--- src/rtl/fifo_ptr_ctrl_if.sv ---
// Handshake and status bundle between a FIFO user and the pointer controller.
// The master side issues write/read/flush requests; the slave side (the
// controller) returns storage addresses, accepted strobes and status flags.
interface fifo_ptr_ctrl_if #(
  parameter int DEPTH      = 4,
  parameter int PTR_LENGTH = $clog2(DEPTH),
  parameter int CNT_LENGTH = $clog2(DEPTH + 1)
);

  logic                  write;
  logic                  read;
  logic                  flush;
  logic [PTR_LENGTH-1:0] wptr;
  logic [PTR_LENGTH-1:0] rptr;
  logic                  fifo_write;
  logic                  fifo_read;
  logic [CNT_LENGTH-1:0] count;
  logic                  empty;
  logic                  full;
  logic                  almost_empty;
  logic                  almost_full;
  logic                  overflow;
  logic                  underflow;

  modport master (
    output write, read, flush,
    input  wptr, rptr, fifo_write, fifo_read, count,
           empty, full, almost_empty, almost_full, overflow, underflow
  );

  modport slave (
    input  write, read, flush,
    output wptr, rptr, fifo_write, fifo_read, count,
           empty, full, almost_empty, almost_full, overflow, underflow
  );

endinterface

--- src/rtl/fifo_ptr_ctrl.sv ---
// FIFO pointer controller: pairs a read and a write pointer over a
// DEPTH-entry dual-port array, tracks occupancy and derives status flags,
// gated storage enables, a synchronous flush and sticky error flags.
// DEPTH need not be a power of two, so pointers wrap explicitly at DEPTH-1.
module fifo_ptr_ctrl #(
  parameter int DEPTH      = 4,
  parameter int PTR_LENGTH = $clog2(DEPTH),
  parameter int CNT_LENGTH = $clog2(DEPTH + 1),
  parameter int AF_LEVEL   = DEPTH - 1,
  parameter int AE_LEVEL   = 1
) (
  input  logic                clk,
  input  logic                reset,
  fifo_ptr_ctrl_if.slave      bus
);

  localparam logic [PTR_LENGTH-1:0] PTR_LAST = PTR_LENGTH'(DEPTH - 1);
  localparam logic [CNT_LENGTH-1:0] CNT_FULL = CNT_LENGTH'(DEPTH);
  localparam logic [CNT_LENGTH-1:0] CNT_AF   = CNT_LENGTH'(AF_LEVEL);
  localparam logic [CNT_LENGTH-1:0] CNT_AE   = CNT_LENGTH'(AE_LEVEL);
  localparam logic [CNT_LENGTH-1:0] CNT_ONE  = CNT_LENGTH'(1);
  localparam logic [PTR_LENGTH-1:0] PTR_ONE  = PTR_LENGTH'(1);

  logic [PTR_LENGTH-1:0] wptr_q, wptr_d;
  logic [PTR_LENGTH-1:0] rptr_q, rptr_d;
  logic [CNT_LENGTH-1:0] count_q, count_d;
  logic                  overflow_q, underflow_q;

  logic empty, full;
  logic accept_write, accept_read;
  logic reject_write, reject_read;

  // Status decoded from the registered count, so flags describe the state
  // left by the last clock edge.
  always_comb begin
    empty = (count_q == '0);
    full  = (count_q == CNT_FULL);
  end

  // Accept decisions: a write into a full FIFO is legal only alongside a read
  // (full implies non-empty, so that read is always accepted). Flush and
  // reset suppress both strobes so the array is never touched while clearing.
  always_comb begin
    accept_read  = bus.read  & ~empty & ~bus.flush & ~reset;
    accept_write = bus.write & (~full | bus.read) & ~bus.flush & ~reset;
    reject_write = bus.write & ~accept_write & ~bus.flush;
    reject_read  = bus.read  & empty & ~bus.flush;
  end

  // Next pointer and occupancy values; pointers wrap explicitly because DEPTH
  // may not fill the pointer width.
  always_comb begin
    wptr_d  = wptr_q;
    rptr_d  = rptr_q;
    count_d = count_q;
    if (accept_write) begin
      wptr_d = (wptr_q == PTR_LAST) ? '0 : wptr_q + PTR_ONE;
    end
    if (accept_read) begin
      rptr_d = (rptr_q == PTR_LAST) ? '0 : rptr_q + PTR_ONE;
    end
    case ({accept_write, accept_read})
      2'b10:   count_d = count_q + CNT_ONE;
      2'b01:   count_d = count_q - CNT_ONE;
      default: count_d = count_q;
    endcase
  end

  // State register: reset beats flush, flush beats normal traffic. Error
  // flags are sticky and only reset or flush clears them.
  always_ff @(posedge clk) begin
    if (reset) begin
      wptr_q      <= '0;
      rptr_q      <= '0;
      count_q     <= '0;
      overflow_q  <= 1'b0;
      underflow_q <= 1'b0;
    end else if (bus.flush) begin
      wptr_q      <= '0;
      rptr_q      <= '0;
      count_q     <= '0;
      overflow_q  <= 1'b0;
      underflow_q <= 1'b0;
    end else begin
      wptr_q      <= wptr_d;
      rptr_q      <= rptr_d;
      count_q     <= count_d;
      overflow_q  <= overflow_q  | reject_write;
      underflow_q <= underflow_q | reject_read;
    end
  end

  // Drive the interface outputs from registered state and the accept logic.
  always_comb begin
    bus.wptr         = wptr_q;
    bus.rptr         = rptr_q;
    bus.count        = count_q;
    bus.fifo_write   = accept_write;
    bus.fifo_read    = accept_read;
    bus.empty        = empty;
    bus.full         = full;
    bus.almost_full  = (count_q >= CNT_AF);
    bus.almost_empty = (count_q <= CNT_AE);
    bus.overflow     = overflow_q;
    bus.underflow    = underflow_q;
  end

endmodule

--- src/flat_wrapper.sv ---
// flat-port wrapper written by rule: the top's interface ports become plain ports
module fifo_ptr_ctrl_flat 
#(
  parameter int DEPTH      = 4,
  parameter int PTR_LENGTH = $clog2(DEPTH),
  parameter int CNT_LENGTH = $clog2(DEPTH + 1),
  parameter int AF_LEVEL   = DEPTH - 1,
  parameter int AE_LEVEL   = 1
)
  (clk, reset, bus_write, bus_read, bus_flush, bus_wptr, bus_rptr, bus_fifo_write, bus_fifo_read, bus_count, bus_empty, bus_full, bus_almost_empty, bus_almost_full, bus_overflow, bus_underflow);
  fifo_ptr_ctrl_if #(.DEPTH(DEPTH), .PTR_LENGTH(PTR_LENGTH), .CNT_LENGTH(CNT_LENGTH)) bus_i ();
  input  logic clk;
  input  logic reset;
  input wire logic [$bits(bus_i.write)-1:0] bus_write;
  input wire logic [$bits(bus_i.read)-1:0] bus_read;
  input wire logic [$bits(bus_i.flush)-1:0] bus_flush;
  output wire logic [$bits(bus_i.wptr)-1:0] bus_wptr;
  output wire logic [$bits(bus_i.rptr)-1:0] bus_rptr;
  output wire logic [$bits(bus_i.fifo_write)-1:0] bus_fifo_write;
  output wire logic [$bits(bus_i.fifo_read)-1:0] bus_fifo_read;
  output wire logic [$bits(bus_i.count)-1:0] bus_count;
  output wire logic [$bits(bus_i.empty)-1:0] bus_empty;
  output wire logic [$bits(bus_i.full)-1:0] bus_full;
  output wire logic [$bits(bus_i.almost_empty)-1:0] bus_almost_empty;
  output wire logic [$bits(bus_i.almost_full)-1:0] bus_almost_full;
  output wire logic [$bits(bus_i.overflow)-1:0] bus_overflow;
  output wire logic [$bits(bus_i.underflow)-1:0] bus_underflow;
  assign bus_i.write = bus_write;
  assign bus_i.read = bus_read;
  assign bus_i.flush = bus_flush;
  assign bus_wptr = bus_i.wptr;
  assign bus_rptr = bus_i.rptr;
  assign bus_fifo_write = bus_i.fifo_write;
  assign bus_fifo_read = bus_i.fifo_read;
  assign bus_count = bus_i.count;
  assign bus_empty = bus_i.empty;
  assign bus_full = bus_i.full;
  assign bus_almost_empty = bus_i.almost_empty;
  assign bus_almost_full = bus_i.almost_full;
  assign bus_overflow = bus_i.overflow;
  assign bus_underflow = bus_i.underflow;
  fifo_ptr_ctrl #(.DEPTH(DEPTH), .PTR_LENGTH(PTR_LENGTH), .CNT_LENGTH(CNT_LENGTH), .AF_LEVEL(AF_LEVEL), .AE_LEVEL(AE_LEVEL)) u_core (.clk(clk), .reset(reset), .bus(bus_i));
endmodule
--- config.mk ---
export PLATFORM = sky130hd
export DESIGN_NAME = fifo_ptr_ctrl_flat
export DESIGN_NICKNAME = d
export VERILOG_FILES = /design/src/rtl/fifo_ptr_ctrl_if.sv /design/src/rtl/fifo_ptr_ctrl.sv /design/src/flat_wrapper.sv
export SDC_FILE = /design/constraint.sdc
export NUM_CORES = 1
export LEC_CHECK = 0
export CORE_AREA = 4 4 42 44
export CTS_CLUSTER_SIZE = 20
export DETAILED_ROUTE_END_ITERATION = 10
export DIE_AREA = 0 0 46 48
export PLACE_DENSITY_LB_ADDON = 0.12
export SYNTH_ARGS = -nofsm -noshare
export SYNTH_HDL_FRONTEND = slang
export SYNTH_SLANG_ARGS = --single-unit
export TNS_END_PERCENT = 1
--- constraint.sdc ---
create_clock -name clk -period 3.7 [get_ports clk]
set_input_delay 0.74 -clock clk [delete_from_list [all_inputs] [get_ports clk]]
set_output_delay 0.74 -clock clk [all_outputs]
set_load 0.05 [all_outputs]
==> run metrics <==
via/cell ratio 4.95; P per Cell Area 286 mW/mm²; root buffer cell clkbuf_4; sw frac 0.278; Critical Path RT 2960 ps; Comb power frac 0.188; layout cells sized above 1 0.0698; Leak 0.327 nW; routed via count 505; GPL Wtd Cong 0.727; area occupied by multi-input gates 313 µm²; # fillers 137; Clk pwr share 0.347; final count of hold timing violations 0; clock slew at reported path FFs 60 ps; sw power 0.0602 mW; flops & latches, synth 9; WL final 1140 µm; CTS Hold Buffers Added 0; hold path cells 2; H-tree depth 1; Worst Tran Pin Value 504 ps; Worst R2R Path Depth 8; shortest period the worst path allows 3130 ps; Die Ht 48 µm; Int Pwr 0.156 mW; total global-route track usage 0.116; most common cell after layout, fill and taps aside clkdlybuf4s50_1; Die Footprint 0.00221 mm²; max_cap viols 0; total negative slack 0 ps; Hold Crit Class register to register; Worst Hold Launch u_core.bus.underflow; nets 100; core area 0.00144 mm²; CP Capture Type output port; number of distinct library cells after synthesis 20; post-synthesis sequential area ratio 0.335; postcts setup bufs 0; wire per inst 11.2 µm; Initial Util 0.375; Synth Area per Inst 8.28 µm²; Post-Syn Area 538 µm²; Residual DRC 0; Final period util 0.846; post-cts sizing count 0; RR Endpoint u_core.bus.count[1]; R2R Setup Slk 1670 ps; first-pass GRT wire length 1780 µm; Synth Warn # 0; area grow syn2layout 40.7%; number of global-route vias before repair 428; Crit Reg-Reg Startpoint u_core.bus.count[0]; largest net degree at the start of global routing 11; max_slew headroom 0.663; Reg area 180 µm²; Worst Skew 1.84 ps; Max Freq 0.319 GHz; worst endpoint data arrival time 2390 ps; met1 GRT Util 0.134; row count 14; Final setup viols 0; Reg power frac 0.465; clk_lat worst skew 260 ps; CTS max path bufs 2; Design Power 0.216 mW; startpoint types input port; Final ANT Viol Nets 0; Worst Path Max Fanout 5; port bufs 19; Max Transition Viols Final 0; Most Crowded Layer GR met2; Mapped Cells 65; worst vdd ir 0.186 mV; met3 usage 0.0602; initial antenna violation count 0; I/O pin count 20; First-pass DRT Iterations 4; diodes inserted 0; leading cell types in the layout, fill and taps excluded clkdlybuf4s50_1 (18), dfxtp_1 (9); Design Area, Final 757 µm²; WHS Endpoint u_core.bus.underflow; die width 46 µm; status finished clean; Initial DRC Count 2; RSZ-0062 raised after global routing no; Post-DP Area 731 µm²; clock sinks 9; TritonCTS buffer count 3; GRT Residual Overflow 0; CTS tree done; met2 Usage GRT 0.179; critical path class input port to output port; synthesized net count 78
-- registers in the layout, indices dropped and copies added (netlist names) --
signal and count:
u_core.bus.wptr 2, u_core.bus.count 3, u_core.bus.underflow 1, u_core.bus.rptr 2
u_core.bus.overflow 1
-- layer usage --
| layer | vias to the layer above | part of all wire |
|---|---|---|
| met4 | 0 | 0.012 |
| li1 | 264 | - |
| met3 | 2 | 0.073 |
| met5 | - | 0 |
| met1 | 226 | 0.45 |
| met2 | 13 | 0.46 |
-- synth_stat cells (all sizes together) --
library cell / instances / area [µm²]
nand3b: 2 / 15.0
a31oi: 1 / 6.26
buf: 1 / 11.3
ha: 8 / 100
a211oi: 1 / 7.51
clkbuf: 1 / 3.75
nand2: 2 / 7.51
o21ai: 5 / 25.0
nand3: 2 / 10.0
or4: 2 / 15.0
a21oi: 8 / 40.0
nor3: 1 / 5.00
nor2b: 1 / 6.26
and3b: 1 / 12.5
or2: 1 / 6.26
o32ai: 1 / 8.76
xor2: 2 / 17.5
inv: 8 / 30.0
nor2: 8 / 30.0
dfxtp: 9 / 180
-- power by group through the flow --
stage,Clock (mW),Sequential [mW],Combinational (mW)
2_1_floorplan,0,0.109,0.0193
3_3_place_gp,0,0.103,0.0406
3_5_place_dp,0,0.103,0.0409
4_1_cts,0.0802,0.101,0.0411
5_1_grt,0.0856,0.101,0.0439
6_report,0.0750,0.100,0.0407
-- how the worst max path moves through the flow --
stage                        start                  end  slack, ps  cells after the start
2_1_floorplan  u_core.bus.count[0]  u_core.bus.count[1]        250                      8
3_3_place_gp              bus_read       bus_fifo_write        560                      5
3_5_place_dp              bus_read       bus_fifo_write        540                      5
4_1_cts                   bus_read       bus_fifo_write        540                      5
5_1_grt                   bus_read       bus_fifo_write        490                      5
6_report                  bus_read       bus_fifo_write        570                      5
-- cells by family (layout without fill, tap and decap cells) --
family,count (synthesis),after routing,synth area share
AO/OA/AOI/OAI,16,16,0.163
XOR/XNOR,2,2,0.0326
adder cells (fa/ha/maj),8,8,0.186
buffers and inverters,10,31,0.0837
flip-flops,9,9,0.335
AND/OR/NAND/NOR,20,20,0.200
-- per-stage QoR --
step	instances	setup slack, ps	util	hold WS, ps
after floorplan	65	252	-	723
after global placement	98	562	0.509	450
after detailed placement	98	543	0.509	466
after CTS	102	543	0.527	480
after global routing	102	494	0.527	509
final	102	569	0.527	470
-- layout make-up --
type,count,share of cell area
Multi-Input combinational cell,46,0.413
Timing Repair Buffer,19,0.248
Sequential cell,9,0.238
Inverter,8,0.0397
Clock buffer,4,0.0347
Tap cell,16,0.0264
-- worst max-delay path: stages --
cell             delay, ps
clkdlybuf4s50_1        530
nand3b_1               150
nand3_1                110
inv_1                   70
clkdlybuf4s50_1        790
(Power assumes the default switching activity.)
